File: src/rtl/core_fpu_pkg.sv
// Shared FP scheduler definitions: op classes, default unit latencies, writeback slot payload.
package core_fpu_pkg;

  typedef enum logic [2:0] {
    OP_NONE = 3'd0,
    OP_ADD  = 3'd1,
    OP_MUL  = 3'd2,
    OP_DIV  = 3'd3,
    OP_SQRT = 3'd4,
    OP_MISC = 3'd5
  } fpu_op_e;

  localparam int unsigned LAT_ADD_DEF  = 3;
  localparam int unsigned LAT_MUL_DEF  = 4;
  localparam int unsigned LAT_DIV_DEF  = 12;
  localparam int unsigned LAT_MISC_DEF = 1;

  localparam int unsigned REG_W    = 5;
  localparam int unsigned NUM_REGS = 32;

  typedef struct packed {
    logic             valid;
    logic [REG_W-1:0] num;
    logic             is_int;
  } wb_slot_t;

  typedef enum logic {
    DIV_IDLE = 1'b0,
    DIV_RUN  = 1'b1
  } div_state_e;

  function automatic logic is_div_op(input fpu_op_e op);
    return (op == OP_DIV) || (op == OP_SQRT);
  endfunction

endpackage

File: src/rtl/core_fpu_sched_if.sv
// Issue/start/writeback signal bundle between the FP decoder and the FP scheduler.
interface core_fpu_sched_if;
  import core_fpu_pkg::*;

  logic             ISSUE_VALID;
  fpu_op_e          ISSUE_OP;
  logic [REG_W-1:0] FRS1_NUM;
  logic [REG_W-1:0] FRS2_NUM;
  logic             USE_FRS1;
  logic             USE_FRS2;
  logic [REG_W-1:0] FRD_NUM;
  logic             DST_INT;

  logic             ISSUE_READY;
  logic             START_ADD;
  logic             START_MUL;
  logic             START_DIV;
  logic             START_SQRT;
  logic             START_MISC;
  logic             DIV_BUSY;
  logic             WB_VALID;
  logic [REG_W-1:0] WB_NUM;
  logic             WB_INT;
  logic             FWD_RS1;
  logic             FWD_RS2;

  modport master (
    output ISSUE_VALID, ISSUE_OP, FRS1_NUM, FRS2_NUM, USE_FRS1, USE_FRS2, FRD_NUM, DST_INT,
    input  ISSUE_READY, START_ADD, START_MUL, START_DIV, START_SQRT, START_MISC,
    input  DIV_BUSY, WB_VALID, WB_NUM, WB_INT, FWD_RS1, FWD_RS2
  );

  modport slave (
    input  ISSUE_VALID, ISSUE_OP, FRS1_NUM, FRS2_NUM, USE_FRS1, USE_FRS2, FRD_NUM, DST_INT,
    output ISSUE_READY, START_ADD, START_MUL, START_DIV, START_SQRT, START_MISC,
    output DIV_BUSY, WB_VALID, WB_NUM, WB_INT, FWD_RS1, FWD_RS2
  );

endinterface

File: src/rtl/core_fpu_wbres.sv
// Writeback reservation shift register: slot i holds the op writing back i cycles from now.
module core_fpu_wbres
  import core_fpu_pkg::*;
#(
  parameter  int unsigned DEPTH = LAT_DIV_DEF,
  localparam int unsigned LW    = $clog2(DEPTH + 1)
) (
  input  logic             clk,
  input  logic             rst,
  input  logic             ins_valid,
  input  logic [LW-1:0]    ins_lat,
  input  logic [REG_W-1:0] ins_num,
  input  logic             ins_int,
  output wb_slot_t         head,
  output logic [DEPTH:0]   busy_vec
);

  wb_slot_t slot_q [DEPTH];
  wb_slot_t slot_d [DEPTH];

  // Shift toward the head; a new op lands so it reaches slot 0 exactly ins_lat cycles later.
  always_comb begin
    for (int i = 0; i < DEPTH - 1; i++) begin
      slot_d[i] = slot_q[i+1];
    end
    slot_d[DEPTH-1] = '0;
    for (int i = 0; i < DEPTH; i++) begin
      if (ins_valid && (ins_lat == LW'(i + 1))) begin
        slot_d[i] = '{valid: 1'b1, num: ins_num, is_int: ins_int};
      end
    end
  end

  always_ff @(posedge clk) begin
    if (rst) begin
      for (int i = 0; i < DEPTH; i++) begin
        slot_q[i] <= '0;
      end
    end else begin
      slot_q <= slot_d;
    end
  end

  // Top bit stands for "DEPTH cycles from now", which can never already be reserved.
  always_comb begin
    busy_vec = '0;
    for (int i = 0; i < DEPTH; i++) begin
      busy_vec[i] = slot_q[i].valid;
    end
  end

  assign head = slot_q[0];

endmodule

File: src/rtl/core_fpu_sched.sv
// FP issue scheduler: RAW/WAW scoreboard, writeback-port reservation and shared DIV/SQRT unit.
// Optional operand bypass from the current writeback: define CORE_FPU_SCHED_BYPASS_EN.
module core_fpu_sched
  import core_fpu_pkg::*;
#(
  parameter int unsigned LAT_ADD  = LAT_ADD_DEF,
  parameter int unsigned LAT_MUL  = LAT_MUL_DEF,
  parameter int unsigned LAT_DIV  = LAT_DIV_DEF,
  parameter int unsigned LAT_MISC = LAT_MISC_DEF
) (
  input  logic              CLK,
  input  logic              RST,
  core_fpu_sched_if.slave   fpu
);

  localparam int unsigned LW = $clog2(LAT_DIV + 1);

  logic [NUM_REGS-1:0] sb_q, sb_d;
  wb_slot_t            head;
  logic [LAT_DIV:0]    busy_vec;
  div_state_e          div_state_q, div_state_d;
  logic [LW-1:0]       div_cnt_q, div_cnt_d;

  logic [LW-1:0] op_lat_c;
  logic          wb_fp_c;
  logic          byp1_c, byp2_c, bypd_c;
  logic          raw_c, waw_c, struct_c, div_stall_c;
  logic          is_div_c, div_busy_c, accept_c;

  // Latency of the offered op; zero marks NONE or an unknown encoding.
  always_comb begin
    op_lat_c = '0;
    case (fpu.ISSUE_OP)
      OP_ADD:  op_lat_c = LW'(LAT_ADD);
      OP_MUL:  op_lat_c = LW'(LAT_MUL);
      OP_DIV:  op_lat_c = LW'(LAT_DIV);
      OP_SQRT: op_lat_c = LW'(LAT_DIV);
      OP_MISC: op_lat_c = LW'(LAT_MISC);
      default: op_lat_c = '0;
    endcase
  end

  assign wb_fp_c = head.valid && !head.is_int;

`ifdef CORE_FPU_SCHED_BYPASS_EN
  assign byp1_c = wb_fp_c && (head.num == fpu.FRS1_NUM);
  assign byp2_c = wb_fp_c && (head.num == fpu.FRS2_NUM);
  assign bypd_c = wb_fp_c && (head.num == fpu.FRD_NUM);
`else
  assign byp1_c = 1'b0;
  assign byp2_c = 1'b0;
  assign bypd_c = 1'b0;
`endif

  assign raw_c       = (fpu.USE_FRS1 && sb_q[fpu.FRS1_NUM] && !byp1_c) ||
                       (fpu.USE_FRS2 && sb_q[fpu.FRS2_NUM] && !byp2_c);
  assign waw_c       = !fpu.DST_INT && sb_q[fpu.FRD_NUM] && !bypd_c;
  assign struct_c    = busy_vec[op_lat_c];
  assign is_div_c    = is_div_op(fpu.ISSUE_OP);
  assign div_busy_c  = (div_state_q == DIV_RUN);
  assign div_stall_c = is_div_c && div_busy_c;

  assign accept_c = !RST && fpu.ISSUE_VALID && (op_lat_c != '0) &&
                    !raw_c && !waw_c && !struct_c && !div_stall_c;

  core_fpu_wbres #(
    .DEPTH (LAT_DIV)
  ) u_wbres (
    .clk       (CLK),
    .rst       (RST),
    .ins_valid (accept_c),
    .ins_lat   (op_lat_c),
    .ins_num   (fpu.FRD_NUM),
    .ins_int   (fpu.DST_INT),
    .head      (head),
    .busy_vec  (busy_vec)
  );

  // Clear on writeback first so a same-cycle re-issue of that register keeps its bit set.
  always_comb begin
    sb_d = sb_q;
    if (wb_fp_c) begin
      sb_d[head.num] = 1'b0;
    end
    if (accept_c && !fpu.DST_INT) begin
      sb_d[fpu.FRD_NUM] = 1'b1;
    end
  end

  always_ff @(posedge CLK) begin
    if (RST) begin
      sb_q <= '0;
    end else begin
      sb_q <= sb_d;
    end
  end

  always_ff @(posedge CLK) begin
    if (RST) begin
      div_state_q <= DIV_IDLE;
      div_cnt_q   <= '0;
    end else begin
      div_state_q <= div_state_d;
      div_cnt_q   <= div_cnt_d;
    end
  end

  // Divider occupancy: busy from the cycle after start through its writeback cycle.
  always_comb begin
    div_state_d = div_state_q;
    div_cnt_d   = div_cnt_q;
    case (div_state_q)
      DIV_IDLE: begin
        if (accept_c && is_div_c) begin
          div_state_d = DIV_RUN;
          div_cnt_d   = LW'(LAT_DIV);
        end
      end
      DIV_RUN: begin
        if (div_cnt_q == LW'(1)) begin
          div_state_d = DIV_IDLE;
          div_cnt_d   = '0;
        end else begin
          div_cnt_d = div_cnt_q - LW'(1);
        end
      end
    endcase
  end

  assign fpu.ISSUE_READY = accept_c;
  assign fpu.START_ADD   = accept_c && (fpu.ISSUE_OP == OP_ADD);
  assign fpu.START_MUL   = accept_c && (fpu.ISSUE_OP == OP_MUL);
  assign fpu.START_DIV   = accept_c && (fpu.ISSUE_OP == OP_DIV);
  assign fpu.START_SQRT  = accept_c && (fpu.ISSUE_OP == OP_SQRT);
  assign fpu.START_MISC  = accept_c && (fpu.ISSUE_OP == OP_MISC);
  assign fpu.DIV_BUSY    = !RST && div_busy_c;
  assign fpu.WB_VALID    = !RST && head.valid;
  assign fpu.WB_NUM      = (RST || !head.valid) ? '0 : head.num;
  assign fpu.WB_INT      = !RST && head.valid && head.is_int;

`ifdef CORE_FPU_SCHED_BYPASS_EN
  assign fpu.FWD_RS1 = accept_c && fpu.USE_FRS1 && byp1_c;
  assign fpu.FWD_RS2 = accept_c && fpu.USE_FRS2 && byp2_c;
`else
  assign fpu.FWD_RS1 = 1'b0;
  assign fpu.FWD_RS2 = 1'b0;
`endif

endmodule

File: src/flat_wrapper.sv
// flat-port wrapper written by rule: the top's interface ports become plain ports
module core_fpu_sched_flat import core_fpu_pkg::*;
#(
  parameter int unsigned LAT_ADD  = LAT_ADD_DEF,
  parameter int unsigned LAT_MUL  = LAT_MUL_DEF,
  parameter int unsigned LAT_DIV  = LAT_DIV_DEF,
  parameter int unsigned LAT_MISC = LAT_MISC_DEF
)
  (CLK, RST, fpu_ISSUE_VALID, fpu_ISSUE_OP, fpu_FRS1_NUM, fpu_FRS2_NUM, fpu_USE_FRS1, fpu_USE_FRS2, fpu_FRD_NUM, fpu_DST_INT, fpu_ISSUE_READY, fpu_START_ADD, fpu_START_MUL, fpu_START_DIV, fpu_START_SQRT, fpu_START_MISC, fpu_DIV_BUSY, fpu_WB_VALID, fpu_WB_NUM, fpu_WB_INT, fpu_FWD_RS1, fpu_FWD_RS2);
  core_fpu_sched_if fpu_i ();
  input  logic CLK;
  input  logic RST;
  input wire logic [$bits(fpu_i.ISSUE_VALID)-1:0] fpu_ISSUE_VALID;
  input wire logic [$bits(fpu_i.ISSUE_OP)-1:0] fpu_ISSUE_OP;
  input wire logic [$bits(fpu_i.FRS1_NUM)-1:0] fpu_FRS1_NUM;
  input wire logic [$bits(fpu_i.FRS2_NUM)-1:0] fpu_FRS2_NUM;
  input wire logic [$bits(fpu_i.USE_FRS1)-1:0] fpu_USE_FRS1;
  input wire logic [$bits(fpu_i.USE_FRS2)-1:0] fpu_USE_FRS2;
  input wire logic [$bits(fpu_i.FRD_NUM)-1:0] fpu_FRD_NUM;
  input wire logic [$bits(fpu_i.DST_INT)-1:0] fpu_DST_INT;
  output wire logic [$bits(fpu_i.ISSUE_READY)-1:0] fpu_ISSUE_READY;
  output wire logic [$bits(fpu_i.START_ADD)-1:0] fpu_START_ADD;
  output wire logic [$bits(fpu_i.START_MUL)-1:0] fpu_START_MUL;
  output wire logic [$bits(fpu_i.START_DIV)-1:0] fpu_START_DIV;
  output wire logic [$bits(fpu_i.START_SQRT)-1:0] fpu_START_SQRT;
  output wire logic [$bits(fpu_i.START_MISC)-1:0] fpu_START_MISC;
  output wire logic [$bits(fpu_i.DIV_BUSY)-1:0] fpu_DIV_BUSY;
  output wire logic [$bits(fpu_i.WB_VALID)-1:0] fpu_WB_VALID;
  output wire logic [$bits(fpu_i.WB_NUM)-1:0] fpu_WB_NUM;
  output wire logic [$bits(fpu_i.WB_INT)-1:0] fpu_WB_INT;
  output wire logic [$bits(fpu_i.FWD_RS1)-1:0] fpu_FWD_RS1;
  output wire logic [$bits(fpu_i.FWD_RS2)-1:0] fpu_FWD_RS2;
  assign fpu_i.ISSUE_VALID = fpu_ISSUE_VALID;
  assign fpu_i.ISSUE_OP = fpu_ISSUE_OP;
  assign fpu_i.FRS1_NUM = fpu_FRS1_NUM;
  assign fpu_i.FRS2_NUM = fpu_FRS2_NUM;
  assign fpu_i.USE_FRS1 = fpu_USE_FRS1;
  assign fpu_i.USE_FRS2 = fpu_USE_FRS2;
  assign fpu_i.FRD_NUM = fpu_FRD_NUM;
  assign fpu_i.DST_INT = fpu_DST_INT;
  assign fpu_ISSUE_READY = fpu_i.ISSUE_READY;
  assign fpu_START_ADD = fpu_i.START_ADD;
  assign fpu_START_MUL = fpu_i.START_MUL;
  assign fpu_START_DIV = fpu_i.START_DIV;
  assign fpu_START_SQRT = fpu_i.START_SQRT;
  assign fpu_START_MISC = fpu_i.START_MISC;
  assign fpu_DIV_BUSY = fpu_i.DIV_BUSY;
  assign fpu_WB_VALID = fpu_i.WB_VALID;
  assign fpu_WB_NUM = fpu_i.WB_NUM;
  assign fpu_WB_INT = fpu_i.WB_INT;
  assign fpu_FWD_RS1 = fpu_i.FWD_RS1;
  assign fpu_FWD_RS2 = fpu_i.FWD_RS2;
  core_fpu_sched #(.LAT_ADD(LAT_ADD), .LAT_MUL(LAT_MUL), .LAT_DIV(LAT_DIV), .LAT_MISC(LAT_MISC)) u_core (.CLK(CLK), .RST(RST), .fpu(fpu_i));
endmodule
File: config.mk
export PLATFORM = sky130hd
export DESIGN_NAME = core_fpu_sched_flat
export DESIGN_NICKNAME = d
export VERILOG_FILES = /design/src/rtl/core_fpu_pkg.sv /design/src/rtl/core_fpu_sched_if.sv /design/src/rtl/core_fpu_wbres.sv /design/src/rtl/core_fpu_sched.sv /design/src/flat_wrapper.sv
export SDC_FILE = /design/constraint.sdc
export NUM_CORES = 1
export LEC_CHECK = 0
export ABC_AREA = 1
export CAP_MARGIN = 10
export CORE_ASPECT_RATIO = 1.2
export CORE_MARGIN = 2
export CORE_UTILIZATION = 50
export CTS_BUF_LIST = sky130_fd_sc_hd__clkbuf_2 sky130_fd_sc_hd__clkbuf_4 sky130_fd_sc_hd__clkbuf_8
export CTS_CLUSTER_DIAMETER = 60
export DETAILED_ROUTE_END_ITERATION = 10
export PLACE_DENSITY = 0.81
export SYNTH_ARGS = -nofsm -noshare
export SYNTH_HDL_FRONTEND = slang
export SYNTH_SLANG_ARGS = --single-unit
File: constraint.sdc
create_clock -name CLK -period 3.24 [get_ports CLK]
set_clock_uncertainty 0.1 [all_clocks]
set_input_delay 0.648 -clock CLK [delete_from_list [all_inputs] [get_ports CLK]]
set_output_delay 0.648 -clock CLK [all_outputs]
set_load 0.03 [all_outputs]
==> summary.txt, run 1 <==
STA
  • Min Tclk post-route: 3113 ps
  • Setup TNS: 0 ps
  • Fin crit share: 0.9609
  • Final setup vio count: 0
  • Slew Viols, Final: 0
  • Final Hold Viols: 0
  • Least-Margin Pin Slew: 597.0 ps
  • Rel. slew slack: 0.6020
  • Fmax: 321.2 MHz

Synth
  • Post-synthesis sequential area ratio: 0.4295
  • Synth cell types: 24
  • Mapped cell area: 5640 um2
  • Cells after Synth: 867
  • Syn. warnings: 0
  • Avg Cell Area, Syn: 6.506 um2
  • Flops & latches, synth: 121

Layout
  • Fin nets: 950
  • N_diodes: 0
  • Final Instance Count excl. Fillers: 1067
  • Finished Cell Area: 6814 um2
  • Fraction of layout cells with a size suffix above 1: 0.1123
  • Final core utilization: 0.6175
  • Register area: 2422 um2
  • Fillers: 981
  • Layout area overhead: 20.81%
  • Multi-input combinational cell area: 2545 um2

Clock tree
  • Sink Count: 121
  • Num CTS Buffers: 17
  • Clk root buf: clkbuf_8
  • TritonCTS clock tree: done
  • Worst-skew pair later-pin latency: 440 ps
  • Clk slew on worst S/H paths: 70 ps
  • CTS H-Tree Depth: 4
  • Clock buffer depth: 2

Power
  • Pwr per Cell Area: 477.2 nW/um2
  • Peak supply drop: 353.0 uV
  • LEAKAGE: 2.995 nW
  • PnR Total Power: 0.003251 W

Place
  • Dpl cells: 1034
  • Port Buffer Count: 37
  • Final GP Congestion: 0.9707
  • Placed Area: 6270 um2
  • Detailed Place HPWL: 10020 um

Job
  • Maxcap violations: 0

Worst setup path
  • CP Launch Type: input port
  • Register-to-Register Setup Slack: 920 ps
  • Element type at the critical path end: output pin
  • Worst EP required: 2490 ps
  • FF-to-FF End: u_core.u_wbres.slot_q[2]
  • Critical Path AT: 2370 ps
  • R2R Path Start: u_core.sb_q[6]
  • Crit Path Max Fanout: 9
  • Crit path kind: in2out
  • Reg2Reg Depth: 14

Die
  • Starting Density: 0.5111
  • Rows: 42
  • Die area: 12150 um2
  • Num ports: 40
  • Die Y: 120.4 um
  • Die Wd: 101.0 um
  • Core Area: 11040 um2

Detailed routing
  • Initial drt markers: 338
  • DR pass1 iterations: 5
  • Wire per inst: 13.70 um
  • Vias/cell: 5.185
  • Final wirelength: 14620 um
  • DRC viols: 0
  • Final ANT Viol Nets: 0
  • Via count: 5532

Global routing
  • Initial antenna violation count: 0
  • Grt ovf: 0
  • GRT Total Usage: 0.2495
  • Vias in the first global route: 5046
  • First-pass GRT wire length: 23740 um
  • Largest net degree at the start of global routing: 62

Min path
  • WHS Path Cells: 2
  • Hold Path End: u_core.u_wbres.slot_q[16]
  • Hold/Removal Path Class: reg2reg
  • Min-Delay Startpoint: u_core.u_wbres.slot_q[9]

Status
  • Status: finished, final reports clean
cell usage in the layout, fill, tap and decap left out, types with 2 or more instances in the layout:
cell type        count
dlymetal6s2s_1      10
nor3_2               7
clkinv_2             3
buf_6                5
conb_1               2
buf_12               2
nand2_1            221
nand4_1             34
inv_1              120
dfxtp_1            121
bufinv_16            4
nand4_2              3
nor3_1               4
ha_1                 2
clkbuf_8            21
a21oi_1             43
inv_2                5
buf_4               44
clkdlybuf4s50_1     18
nand3_1             70
inv_4                3
o21ai_0             34
nor2_1             147
flip-flops by register name (all words and copies together) (netlist names):
name / flops
u_core.u_wbres.slot_q: 66
u_core.sb_q: 32
u_core.u_wbres.busy_vec: 12
u_core.u_wbres.head: 6
u_core.div_cnt_q: 4
u_core.div_busy_c: 1
stage by stage:
step,worst slack [ps],hold WS [ps]
after floorplan,194.9,288.3
after global placement,-73.97,289.7
after detailed placement,-78.47,292.0
after CTS,4.935,300.9
after global routing,-10.23,317.3
final,126.6,300.0
synthesized netlist by cell type:
library cell    n  share of area
o211ai_1        1         0.0013
a21oi_4         1         0.0029
o21ai_0        34          0.030
nand3_1        70          0.062
buf_2          13          0.012
buf_1           4         0.0027
dfxtp_1       121           0.43
nor2_1        147          0.098
nor2_4          1         0.0020
inv_2           3         0.0020
buf_6           1         0.0020
a21oi_1        43          0.038
inv_1         125          0.083
nor2_2          1         0.0011
nand3b_1        1         0.0013
nand4_1        34          0.038
conb_1          1        0.00066
ha_1            2         0.0044
buf_4          10          0.013
nor3_1         11         0.0098
clkbuf_1       17          0.011
nand2_1       222           0.15
nand4_2         3         0.0067
clkinv_1        1        0.00066
cell families after synthesis:
kind of cell | share of synthesized area
compound gates | 0.07254
other cells | 0.0006648
buf+inv | 0.1267
flops | 0.4295
fa+ha+maj | 0.004436
simple gates | 0.3662
worst max path at each step:
stage                                end             from  cells after the start  slack (ps)
after floorplan            fpu_START_DIV  fpu_FRS1_NUM[0]                     14         190
final                      fpu_START_DIV  fpu_FRS1_NUM[1]                     12         130
after global placement     fpu_START_ADD   fpu_FRD_NUM[0]                     15         -70
after global routing      fpu_START_MISC  fpu_FRS1_NUM[1]                     12         -10
after detailed placement  fpu_START_MISC   fpu_FRD_NUM[0]                     15         -80
after CTS                  fpu_START_DIV   fpu_FRD_NUM[4]                     13           5
per-layer routing:
metal  up-vias  track usage  wire [um]  share of wire
met3        37      0.06416       1078          0.074
li1       2802            -          -              -
met2       195       0.4125       7078           0.48
met5         -            0          0              0
met1      2498       0.3066       6065           0.41
met4         0       0.1056        396          0.027
final cells by class:
cell class	instances	area share
Timing Repair Buffer	82	0.1102
Sequential cell	121	0.3555
Inverter	129	0.07216
Multi-Input combinational cell	573	0.3735
Clock buffer	22	0.04352
Clock inverter	8	0.02093
Tap cell	132	0.02424
what timing repair did:
item | 4_1_cts | 5_1_grt
resized for setup | 11 | 24
pin swaps | 0 | 2
setup endpoints to repair | 6 | 6
buffers inserted | 0 | 3
hold buffers | 0 | 0
worst max-delay path: stages:
cell and delay, ps:
clkdlybuf4s50_1 420, inv_1 230, nand3_1 130, nand3_1 100, nand2_1 60, a21oi_1 110, nand2_1 70, nand3_1 110
buf_12 150, nand2_2 80, nor2_1 100, buf_4 170
where the power goes:
part	internal [W]	switching [W]	total, W
clock	0.000917	0.000571	0.00149
sequential	0.00149	0.00000445	0.00150
combinational	0.0000936	0.000172	0.000265
total	0.00250	0.000747	0.00325
(Power assumes the default switching activity.)
==> run 2: changes to the inputs <==
- ABC_AREA: 1 -> default
- CORE_MARGIN: 2 -> 1.5
==> run 2 against run 1 <==
  * Sequential power barely moved
  * Largest power group unchanged
  * Via count fell by 21%
  * Flip-flop and latch count stayed put
  * Clock power is 15% lower
  * The run now ends with setup timing left
  * Highest routed layer unchanged
  * Power shrank 7.5%
  * Sequential share of layout area grew 1.1 points
  * Global-route usage is 0.96 points higher
  * Area after synthesis shrank 6.2%
  * Critical path depth down 4
  * Non-clock buffer count is 22 higher
  * Setup slack worse by 450 ps
  * Worst hold slack better by 37 ps
==> summary.txt, run 2 <==
Status
  • Status: complete, but fails checks (was finished, final reports clean)
  • Violated checks: setup timing

Detailed routing
  • Final wirelength: 14050 um (was 14620 um)
  • Initial drt markers: 236 (was 338)
  • DRC viols: 0 (unchanged)
  • Final ANT Viol Nets: 0 (unchanged)
  • Vias/cell: 5.835 (was 5.185)
  • Via count: 4359 (was 5532)
  • Wire per inst: 18.81 um (was 13.70 um)
  • DR pass1 iterations: 5 (unchanged)

Global routing
  • Met1 usage: 0.2920 (was 0.3066)
  • Vias in the first global route: 4271 (was 5046)
  • Busiest grt layer: met2 (unchanged)
  • GR Layer Usage met3: 0.05609 (was 0.06416)
  • Grt ovf: 0 (unchanged)
  • First-pass GRT wire length: 22540 um (was 23740 um)
  • Largest net degree at the start of global routing: 51 (was 62)
  • Met2 usage: 0.4643 (was 0.4125)
  • GRT Total Usage: 0.2591 (was 0.2495)
  • Initial antenna violation count: 0 (unchanged)

Synth
  • Ys flop type: dfxtp_1 (unchanged)
  • Mapped cell area: 5289 um2 (was 5640 um2)
  • Syn. warnings: 0 (unchanged)
  • Post-synthesis mux area share: 0.1256 (was 0)
  • Async S/R FF share, synth: 0 (unchanged)
  • Synth Area in Compound Gates: 0.1322 (was 0.07254)
  • Post-synthesis xor/xnor area fraction: 0 (unchanged)
  • Cell taking the most area after synthesis: dfxtp_1 (unchanged)
  • Synth area leaders: dfxtp_1 (46%), nor2b_1 (7.8%), mux4_2 (5.1%) (was dfxtp_1 (43%), nand2_1 (15%), nor2_1 (9.8%))
  • Post-synthesis sequential area ratio: 0.4580 (was 0.4295)
  • Avg Cell Area, Syn: 10.19 um2 (was 6.506 um2)
  • Synth cell types: 61 (was 24)
  • Post-synth EDFFs: 0 (unchanged)
  • Flops & latches, synth: 121 (unchanged)
  • Most common cell in the synthesized netlist: dfxtp_1 (was nand2_1)
  • Synth top cells by count: dfxtp_1 (121), nor2b_1 (66), nand2_1 (39) (was nand2_1 (222), nor2_1 (147), inv_1 (125))
  • Post-Synth Adder-Cell Area: 0.004731 (was 0.004437)
  • Cells after Synth: 519 (was 867)
  • Synth top area share: 0.4580 (was 0.4295)
  • Post-synthesis simple-gate area fraction: 0.2361 (was 0.3662)
  • Largest family of logic cells by synthesized area: simple AND/OR/NAND/NOR gates (unchanged)

Die
  • Starting Density: 0.5206 (was 0.5111)
  • Num ports: 40 (unchanged)
  • Die Wd: 96.89 um (was 101.0 um)
  • Core Area: 10160 um2 (was 11040 um2)
  • Die Y: 115.7 um (was 120.4 um)
  • Die area: 11210 um2 (was 12150 um2)
  • Rows: 40 (was 42)

STA
  • Final worst slack: -324.3 ps (was 126.6 ps)
  • Fmax: 280.6 MHz (was 321.2 MHz)
  • Final Hold Viols: 0 (unchanged)
  • Fin crit share: 1.100 (was 0.9609)
  • Slew Viols, Final: 0 (unchanged)
  • Setup TNS: -1517 ps (was 0 ps)
  • Unrepaired setup endpoints after global routing: true
  • Least-Margin Pin Slew: 511.4 ps (was 597.0 ps)
  • Min Tclk post-route: 3564 ps (was 3113 ps)
  • Final setup vio count: 6 (was 0)
  • Rel. slew slack: 0.6591 (was 0.6020)

Layout
  • Finished Cell Area: 6650 um2 (was 6814 um2)
  • Commonest non-fill, non-tap cell in the layout: dfxtp_1 (was nand2_1)
  • Commonest cells after routing, fill and taps aside: dfxtp_1 (111), nor2b_1 (66), buf_4 (61), nand2_1 (37), o21ai_1 (37) (was nand2_1 (221), nor2_1 (147), dfxtp_1 (121), inv_1 (120), nand3_1 (70))
  • Register area: 2435 um2 (was 2422 um2)
  • Largest register FFs: 66 (unchanged)
  • Layout area overhead: 25.74% (was 20.81%)
  • Fraction of layout cells with a size suffix above 1: 0.2818 (was 0.1123)
  • Fillers: 786 (was 981)
  • N_diodes: 0 (unchanged)
  • Multi-input combinational cell area: 2741 um2 (was 2545 um2)
  • Fin nets: 634 (was 950)
  • Top reg by flops: u_core.u_wbres.slot_q (unchanged)

Power
  • Pwr per Cell Area: 452.5 nW/um2 (was 477.2 nW/um2)
  • Psw: 0.0008253 W (was 0.0007473 W)
  • Peak supply drop: 456.9 uV (was 353.0 uV)
  • Internal: 0.002184 W (was 0.002504 W)
  • Combinational share of power: 0.080 (was 0.082)
  • Clock power share: 0.421 (was 0.458)
  • Share of power burned in registers: 0.499 (was 0.461)
  • LEAKAGE: 2.582 nW (was 2.995 nW)
  • Sw Ratio: 0.2743 (was 0.2298)

Clock tree
  • Worst-skew pair later-pin latency: 430 ps (was 440 ps)
  • TritonCTS clock tree: done (unchanged)
  • Clk root buf: clkbuf_8 (unchanged)
  • Clock buffer depth: 2 (unchanged)
  • Hold buffers post-CTS: 0 (unchanged)
  • CTS H-Tree Depth: 4 (unchanged)
  • Sink Count: 121 (unchanged)
  • Num CTS Buffers: 17 (unchanged)
  • Clk slew on worst S/H paths: 80 ps (was 70 ps)

Place
  • Detailed Place HPWL: 9836 um (was 10020 um)
  • Final GP Congestion: 0.9656 (was 0.9707)
  • Port Buffer Count: 37 (unchanged)
  • Setup WS pre-CTS: -886.1 ps (was -78.47 ps)
  • Placed Area: 6078 um2 (was 6270 um2)

Worst setup path
  • Reg2Reg Depth: 10 (was 14)
  • Critical Path AT: 2820 ps (was 2370 ps)
  • Crit path kind: reg2out (was in2out)
  • Crit-path max cell delay: 470 ps (was 420 ps)
  • Element type at the critical path end: output pin (unchanged)
  • CP Launch Type: register (was input port)
  • CP cell instances: mux4_2, mux4_2, nand3b_1, nand4_4, a2111oi_4, nand2_2, inv_4, buf_6 (was clkdlybuf4s50_1, inv_1, nand3_1, nand3_1, nand2_1, a21oi_1, nand2_1, nand3_1, buf_12, nand2_2, nor2_1, buf_4)
  • Critical path's most frequent cell: mux4_2 (was nand3_1)
  • Worst path slowest cell: mux4_2 (was clkdlybuf4s50_1)
  • Crit Path Max Fanout: 4 (was 9)
  • Worst EP required: 2490 ps (about the same)

Min path
  • Hold/Removal Path Class: reg2reg (unchanged)
  • WHS Path Cells: 1 (was 2)

Job
  • Maxcap violations: 0 (unchanged)
==> run 2: final timing paths <==
check,from,endpoint,slack [ps]
setup reg to reg,u_core.sb_q[3],u_core.sb_q[8],110
hold reg to reg,u_core.u_wbres.slot_q[4],u_core.u_wbres.slot_q[11],340
hold / removal,u_core.u_wbres.slot_q[4],u_core.u_wbres.slot_q[11],340
setup / recovery,u_core.sb_q[3],fpu_START_MUL,-320
==> run 2: what timing repair did <==
item                                    in CTS  in global routing
pin swaps                                   15                  9
endpoints found under the setup margin      35                  6
gates resized for setup                     43                 20
setup buffers                                7                  7
==> run 2: final cells by class <==
type                            count  share of cell area
Tap cell                          126             0.02371
Sequential cell                   121              0.3661
Inverter                           12            0.008090
Clock inverter                     14             0.01938
Multi-Input combinational cell    352              0.4122
Timing Repair Buffer              104              0.1332
Clock buffer                       18             0.03725
==> run 2: through the flow <==
stage / total power, W / hold slack, ps / instances / utilization
final: 0.003009 / 337.0 / 747 / 0.6546
after global placement: 0.001753 / 318.3 / 703 / 0.5983
after detailed placement: 0.001757 / 320.4 / 703 / 0.5983
after CTS: 0.003018 / 343.2 / 742 / 0.6506
after floorplan: 0.001669 / 313.8 / 520 / -
after global routing: 0.003117 / 347.6 / 747 / 0.6546
==> run 2: logic make-up (layout without fill, tap and decap cells) <==
logic type	Yosys count	after routing
DFF	121	121
buffers and inverters	47	148
adders and majority gates	2	2
muxes	38	38
and+or+nand+nor	214	214
other	1	2
AOI/OAI and AO/OA	96	96
==> run 2: routing by layer <==
metal / share of wire / routed length (um)
met1: 0.37 / 5210
met2: 0.51 / 7205
met3: 0.071 / 1002
met4: 0.045 / 632
met5: 0 / 0
==> run 2: worst max-delay path, delay by kind of cell (launching register included) <==
kind | cells | cell delay [ps]
buffers and inverters | 2 | 190
flip-flops | 1 | 360
multiplexers | 2 | 930
AO/OA/AOI/OAI | 1 | 370
AND/OR/NAND/NOR | 3 | 530
==> run 2: power by group through the flow <==
stage	clock (W)	combinational, W	sequential [W]
after detailed placement	0	0.000221	0.00154
after floorplan	0	0.000135	0.00153
after global routing	0.00136	0.000258	0.00150
after CTS	0.00128	0.000233	0.00150
after global placement	0	0.000217	0.00154
final	0.00127	0.000241	0.00150
